## config.mk

```make
export PLATFORM = sky130hd
export DESIGN_NAME = imem_arb
export DESIGN_NICKNAME = d
export VERILOG_FILES = /design/src/rtl/imem_arb.sv
export SDC_FILE = /design/constraint.sdc
export NUM_CORES = 1
export LEC_CHECK = 0
export ABC_AREA = 1
export BUFFER_PORTS_ARGS = -buffer_cell sky130_fd_sc_hd__buf_2
export CORE_ASPECT_RATIO = 0.6
export CORE_MARGIN = 2
export CORE_UTILIZATION = 42
export DETAILED_ROUTE_END_ITERATION = 7
export PLACE_DENSITY = 0.86
export SYNTH_ARGS = -nofsm -noshare
export SYNTH_HDL_FRONTEND = slang
export SYNTH_SLANG_ARGS = --single-unit
```

## constraint.sdc

```tcl
create_clock -name clk -period 0.8 [get_ports clk]
set_input_delay 0.16 -clock clk [delete_from_list [all_inputs] [get_ports clk]]
set_output_delay 0.16 -clock clk [all_outputs]
set_load 0.02 [all_outputs]
```

## src/rtl/imem_arb.sv

```systemverilog
//------------------------------------------------------------------------------
// imem_arb
//   Two-requester arbiter in front of a combinational instruction ROM.
//   Fetch has default priority. A debug/loader requester that keeps losing
//   builds up a starve count; once it reaches STARVE_MAX the arbiter switches
//   to FORCE and gives the next cycle to debug. Read data is registered, so
//   each grant yields its result one cycle later.
//
//   Optional feature macro: IMEM_ARB_DEBUG_EN
//     defined   : debug port, starve counter and NORMAL/FORCE FSM are built.
//     undefined : fetch-only; d_gnt and d_rvalid tie to 0, d_req and d_addr
//                 are ignored, mem_addr follows f_addr.
//
//   Ports
//     clk       in   system clock, rising edge
//     reset     in   asynchronous active-low reset
//     f_req     in   fetch read request
//     f_addr    in   fetch word address [5:0]
//     f_gnt     out  fetch granted this cycle (combinational)
//     f_rvalid  out  rdata holds a fetch result
//     d_req     in   debug read request
//     d_addr    in   debug word address [5:0]
//     d_gnt     out  debug granted this cycle (combinational)
//     d_rvalid  out  rdata holds a debug result
//     mem_addr  out  ROM address [5:0]
//     mem_q     in   ROM read data [N-1:0]
//     rdata     out  registered read data [N-1:0]
//
//   Revision: 1.0
//------------------------------------------------------------------------------
`default_nettype none

module imem_arb #(
  parameter int N          = 32,
  parameter int STARVE_MAX = 4
) (
  input  logic         clk,
  input  logic         reset,
  input  logic         f_req,
  input  logic [5:0]   f_addr,
  output logic         f_gnt,
  output logic         f_rvalid,
  input  logic         d_req,
  input  logic [5:0]   d_addr,
  output logic         d_gnt,
  output logic         d_rvalid,
  output logic [5:0]   mem_addr,
  input  logic [N-1:0] mem_q,
  output logic [N-1:0] rdata
);

`ifdef IMEM_ARB_DEBUG_EN

  typedef enum logic [0:0] {
    NORMAL = 1'b0,
    FORCE  = 1'b1
  } state_t;

  state_t     state;
  logic [3:0] starve_cnt;
  logic [3:0] cnt_inc;
  logic       force_dbg;

  always_comb begin
    cnt_inc   = (starve_cnt == 4'hF) ? 4'hF : starve_cnt + 4'd1;
    // FORCE is only entered once the count has reached STARVE_MAX, so
    // being in FORCE with a live request is the starvation condition.
    force_dbg = (state == FORCE) && d_req;
    // Grants are gated by reset so nothing is granted while held in reset.
    d_gnt     = reset && d_req && (force_dbg || !f_req);
    f_gnt     = reset && f_req && !d_gnt;
    mem_addr  = d_gnt ? d_addr : f_addr;
  end

  // Arbitration FSM and starve counter.
  always_ff @(posedge clk or negedge reset) begin
    if (!reset) begin
      state      <= NORMAL;
      starve_cnt <= 4'd0;
    end else begin
      if (d_req && !d_gnt) begin
        starve_cnt <= cnt_inc;
        if (cnt_inc >= 4'(STARVE_MAX)) begin
          state <= FORCE;
        end
      end else begin
        // Either debug was served or it withdrew: starvation is over.
        starve_cnt <= 4'd0;
        state      <= NORMAL;
      end
    end
  end

  always_ff @(posedge clk or negedge reset) begin
    if (!reset) begin
      d_rvalid <= 1'b0;
    end else begin
      d_rvalid <= d_gnt;
    end
  end

`else

  // Fetch-only build: debug inputs and the starve limit have no effect.
  logic unused_dbg;
  assign unused_dbg = ^{d_req, d_addr, 4'(STARVE_MAX)};

  assign d_gnt    = 1'b0;
  assign d_rvalid = 1'b0;
  assign f_gnt    = reset && f_req;
  assign mem_addr = f_addr;

`endif

  // Shared read path: capture ROM data on any grant; hold otherwise.
  always_ff @(posedge clk or negedge reset) begin
    if (!reset) begin
      f_rvalid <= 1'b0;
      rdata    <= '0;
    end else begin
      f_rvalid <= f_gnt;
      if (f_gnt || d_gnt) begin
        rdata <= mem_q;
      end
    end
  end

endmodule

`default_nettype wire

```

==> flow_summary.json, run 1 <==
{
  "finalNonFillerCells": 274,
  "rrSetupSlack_ps": 40,
  "synthFlopType": "dfrtp_1",
  "tritoncts": "yes",
  "pin_count": 90,
  "cp.arrival_ps": 820,
  "syn_inst": 151,
  "endpoint": "rdata[26]",
  "synth.distinct_cells": 8,
  "p_leak_uw": 0.00120,
  "violations": "hold timing, setup timing",
  "nFillCells": 267,
  "post-place-ws_ps": -77.0,
  "die_y_um": 48.8,
  "worstPathRequired_ps": 640,
  "yosysWarnings": 0,
  "worstSetupPathType": "flip-flop to output port",
  "crit_family": "flip-flops",
  "slowest_delay_ps": 400,
  "htreeDepth": 2,
  "yosys.area.top_type_share_pct": 58.7,
  "finalHoldWorstSlack_ps": -124,
  "fin_crit_sh_pct": 123,
  "critPathBufInv": 1,
  "core_area_um2": 3220,
  "drc_errors": 0,
  "gp_congestion": 0.652,
  "initial_core_util_pct": 43.7,
  "dpl.hpwl_um": 2170,
  "grtUsageMet2_pct": 31.3,
  "yosys_register_bits": 33,
  "avgSynthCellArea_um2": 9.32,
  "antenna_cells": 0,
  "cp-start-kind": "flip-flop",
  "synth.yosys.seq_area_share_pct": 58.7,
  "wirelength_um": 3380,
  "placed_cell_area_um2": 1770,
  "insertion_delay_ps": 280,
  "cp.depth": 1,
  "clk_pin_slew_worst_paths_ps": 70,
  "grt_pass1_vias": 1247,
  "rows": 16,
  "crit_start": "rdata[26]",
  "dieWidth_um": 78.7,
  "cp_slowest_cell": "dfrtp_1",
  "grt_use_total_pct": 18.3,
  "status": "finished with violations",
  "fin_skew_ps": 0,
  "grt_max_degree": 34,
  "worst_slack_ps": -181,
  "antenna_found_initial": 0,
  "cp_max_fo": 2,
  "syn_area_um2": 1410,
  "fin_nets": 276,
  "synthTopCellsByCount": "64 x nand2_1, 33 x dfrtp_1, 32 x nand3_1",
  "postSynth.asyncResetShare_pct": 100,
  "yosys-top-cells-area": "dfrtp_1 59%, nand2_1 17%, nand3_1 11%",
  "dieArea_um2": 3850,
  "synth_most_common_cell": "nand2_1",
  "busiest_layer": "met2",
  "cts_buffer_depth": 2,
  "yosys.area.top_type": "dfrtp_1",
  "synth_edf_count": 0,
  "hold_path.class": "input port to asynchronous set/reset pin",
  "via_per_inst": 4.55,
  "drt_iter0_drc": 16,
  "maxCapViolCount": 0,
  "powerDensity_nw_per_um2": 2170,
  "finalMaxSlewViolations": 0,
  "fmax_mhz": 1020,
  "crit_chain": "buf_6",
  "rr_worst_depth": 3,
  "crit-reg2reg-launch": "rdata[2]",
  "firstDrtPassIters": 3,
  "routedWlPerCell_um": 12.3,
  "rsz0062_at_grt": "yes",
  "period_needed_ps": 981,
  "vias": 1247,
  "drive_gt1_share_pct": 42.8,
  "setup_viol": 33,
  "cp-end-kind": "output port",
  "overflow": 0,
  "use_met1_pct": 20.7,
  "clock_sinks": 33,
  "finalHoldViolations": 29,
  "grt_util_met3_pct": 8.15,
  "ant_nets": 0,
  "dp_cells": 256,
  "crit-reg2reg-capture": "rdata[2]",
  "port_buffers": 68,
  "cts_made_buffers": 5,
  "grt_pass1_wl_um": 5350,
  "cts_root_buf": "clkbuf_8",
  "ir_drop_mv": 1.24,
  "syn2layout_area_growth_pct": 53.3,
  "final_area_um2": 2160
}
-- layout by cell type, fill, tap and decap left out --
| master | netlist | layout |
|---|---|---|
| conb_1 | 1 | 2 |
| clkbuf_8 | 0 | 7 |
| nand2_1 | 64 | 64 |
| buf_4 | 16 | 19 |
| clkinv_2 | 0 | 1 |
| dfrtp_1 | 33 | 33 |
| nand2_8 | 1 | 1 |
| clkinvlp_4 | 0 | 1 |
| buf_6 | 3 | 33 |
| buf_2 | 0 | 33 |
| buf_12 | 0 | 3 |
| nand3_1 | 32 | 32 |
-- sequential cells by signal, indices dropped and copies added (netlist names) --
name,count
rdata,32
f_rvalid,1
-- power breakdown --
| part | switching (uW) | internal (uW) | total [uW] |
|---|---|---|---|
| Clock | 585 | 777 | 1360 |
| Sequential | 150 | 1880 | 2030 |
| Combinational | 634 | 658 | 1290 |
-- cell type report --
cell class,instances,area [um2],area share [%]
sequential,33,826,38.3
timing repair buffer,88,739,34.3
multi-input combinational,99,428,19.8
clock buffer,7,96.3,4.46
tap,45,56.3,2.61
inverter,1,7.51,0.348
clock inverter,1,5.00,0.232
-- logic make-up after synthesis --
family / count (synthesis) / share of synthesized area, %
other cells: 1 / 0.266
buf+inv: 20 / 11.2
simple gates: 97 / 29.9
flops: 33 / 58.7
-- metrics by stage --
stage	TNS (ps)	hold WS (ps)	total power, uW	utilization [%]
2_1_floorplan	0	-136	2610	-
3_3_place_gp	-1280	246	2930	54.9
3_5_place_dp	-1640	247	2960	54.9
4_1_cts	-5760	-126	4670	66.0
5_1_grt	-6540	-123	4920	67.0
6_report	-5530	-124	4680	67.0
-- how the worst min path moves through the flow --
stage / start / end / cells past startpoint
floorplan: reset / f_rvalid / 0
global placement: reset / rdata[19] / 2
detailed placement: reset / rdata[19] / 2
CTS: reset / rdata[19] / 2
global route: reset / rdata[23] / 2
finish: reset / rdata[21] / 2
-- timing repair --
action,4_1_cts,5_1_grt
resized for setup,68,0
endpoints found under the hold margin,29,29
endpoints found under the setup margin,34,33
buffers inserted,6,4
pin swaps,1,0
gates cloned,0,0
-- per-layer routing --
layer | up-vias | wire, um
met5 | - | 0
met4 | 0 | 30
met3 | 6 | 265
met2 | 48 | 1670
met1 | 575 | 1420
li1 | 618 | -
Power figures use the tool's default switching activity.
==> run 2, diff against run 1 <==
- MAX_ROUTING_LAYER: unset -> met4
==> run 2 against run 1 <==
  * The run still ends with hold timing, setup timing left
  * Fmax shrank 0.24%
  * Critical endpoint unchanged
  * Combinational power is essentially flat
  * First-iteration DRC count grew 6.3%
  * Clock skew is the same
  * Cell area is the same
  * Sequential power is essentially flat
  * Clock-buffer cell count is the same
  * Clock power is essentially flat
  * Non-clock buffer count is the same
  * Worst setup slack lost 2.4 ps
==> flow_summary.json, run 2 (synthesized netlist as in run 1, its figures left out) <==
{
  "powerDensity_nw_per_um2": 2170,
  "fin_nets": 276,
  "cts_made_buffers": 5,
  "core_area_um2": 3220,
  "grt_pass1_wl_um": 5360,
  "setup_viol": 33,
  "worstSetupPathType": "flip-flop to output port",
  "endpoint": "rdata[26]",
  "crit-reg2reg-launch": "rdata[2]",
  "cp-end-kind": "output port",
  "finalHoldViolations": 29,
  "worst_slack_ps": -183,
  "grt_use_total_pct": 18.8,
  "fin_crit_sh_pct": 123,
  "cp.arrival_ps": 820,
  "crit_family": "flip-flops",
  "drt_iter0_drc": 17,
  "via_per_inst": 4.57,
  "cp_slowest_cell": "dfrtp_1",
  "ant_nets": 0,
  "cp-start-kind": "flip-flop",
  "dpl.hpwl_um": 2170,
  "gp_congestion": 0.658,
  "cts_root_buf": "clkbuf_8",
  "overflow": 0,
  "largest_reg_flops": 32,
  "antenna_found_initial": 0,
  "tritoncts": "yes",
  "crit_chain": "buf_6",
  "dieWidth_um": 78.7,
  "rsz0062_at_grt": "yes",
  "syn2layout_area_growth_pct": 53.3,
  "period_needed_ps": 983,
  "dp_cells": 256,
  "initial_core_util_pct": 43.7,
  "cp_max_fo": 2,
  "cts_buffer_depth": 2,
  "finalNonFillerCells": 274,
  "finalHoldWorstSlack_ps": -125,
  "fin_skew_ps": 0,
  "antenna_cells": 0,
  "clock_sinks": 33,
  "routed.top_layer": "met4",
  "drc_errors": 0,
  "p_total_uw": 4680,
  "crit_start": "rdata[26]",
  "vias": 1251,
  "wl_met2_um": 1670,
  "worstPathRequired_ps": 640,
  "final_util_pct": 67.0,
  "rr_worst_depth": 3,
  "final_common_cell": "nand2_1",
  "fmax_mhz": 1020,
  "drive_gt1_share_pct": 42.8,
  "met3_length_um": 244,
  "die_y_um": 48.8,
  "rows": 16,
  "maxCapViolCount": 0,
  "ir_drop_mv": 1.24,
  "pin_count": 90,
  "crit-reg2reg-capture": "rdata[2]",
  "cp.depth": 1,
  "hold_path.class": "input port to asynchronous set/reset pin",
  "dieArea_um2": 3850,
  "largest-register": "rdata",
  "clk_pin_slew_worst_paths_ps": 70,
  "final_cell_mix": "64 x nand2_1, 33 x dfrtp_1, 33 x buf_2, 33 x buf_6, 32 x nand3_1",
  "firstDrtPassIters": 3,
  "grt_pass1_vias": 1246,
  "wirelength_um": 3390,
  "htreeDepth": 2,
  "critPathBufInv": 1,
  "violations": "hold timing, setup timing",
  "rrSetupSlack_ps": 50,
  "port_buffers": 68,
  "routedWlPerCell_um": 12.4,
  "status": "finished with violations",
  "drt-met1-wl_um": 1440,
  "grt_max_degree": 34,
  "p_leak_uw": 0.00120,
  "reg_top3": "rdata x32, f_rvalid x1",
  "insertion_delay_ps": 280,
  "finalMaxSlewViolations": 0,
  "slowest_delay_ps": 400
}
[run 2: cell counts in the layout (fill, tap and decap cells not counted)]
No cell type changed its count.
[run 2: where the power goes]
part | switching (uW) | internal (uW) | total (uW)
sequential | 150 | 1880 | 2030
combinational | 633 | 658 | 1290
clock | 589 | 777 | 1370
total | 1370 | 3310 | 4680
[run 2: worst min path at each step]
| stage | startpoint | end | depth (start not counted) |
|---|---|---|---|
| after floorplan | reset | f_rvalid | 0 |
| after global placement | reset | rdata[19] | 2 |
| after detailed placement | reset | rdata[19] | 2 |
| after CTS | reset | rdata[19] | 2 |
| after global routing | reset | rdata[23] | 2 |
| final | reset | rdata[21] | 2 |
[run 2: layout make-up]
class / count / area (um2)
sequential: 33 / 826
multi-input combinational: 99 / 428
tap: 45 / 56.3
clock buffer: 7 / 96.3
clock inverter: 1 / 5.00
inverter: 1 / 7.51
timing repair buffer: 88 / 739
fill: 267 / 1060
[run 2: metal layers]
layer | GRT usage (%) | vias up
met3 | 7.41 | 8
met1 | 21.2 | 579
li1 | - | 618
met2 | 31.3 | 46
met4 | 5.56 | 0
met5 | - | -
[run 2: per-stage QoR]
| step | setup WS (ps) | TNS (ps) | instance area [um2] |
|---|---|---|---|
| 4_1_cts | -185 | -5760 | 2130 |
| 5_1_grt | -215 | -6540 | 2160 |
| 3_5_place_dp | -77.0 | -1640 | 1770 |
| 6_report | -183 | -5560 | 2160 |
| 2_1_floorplan | 3.58 | 0 | 1420 |
| 3_3_place_gp | -57.9 | -1280 | 1770 |
[run 2: what timing repair did]
action                     CTS  global route
gates resized for setup     68             0
setup endpoints to repair   34            33
buffers inserted             6             4
cloned                       0             0
pin swaps                    1             0
hold endpoints to repair    29            29
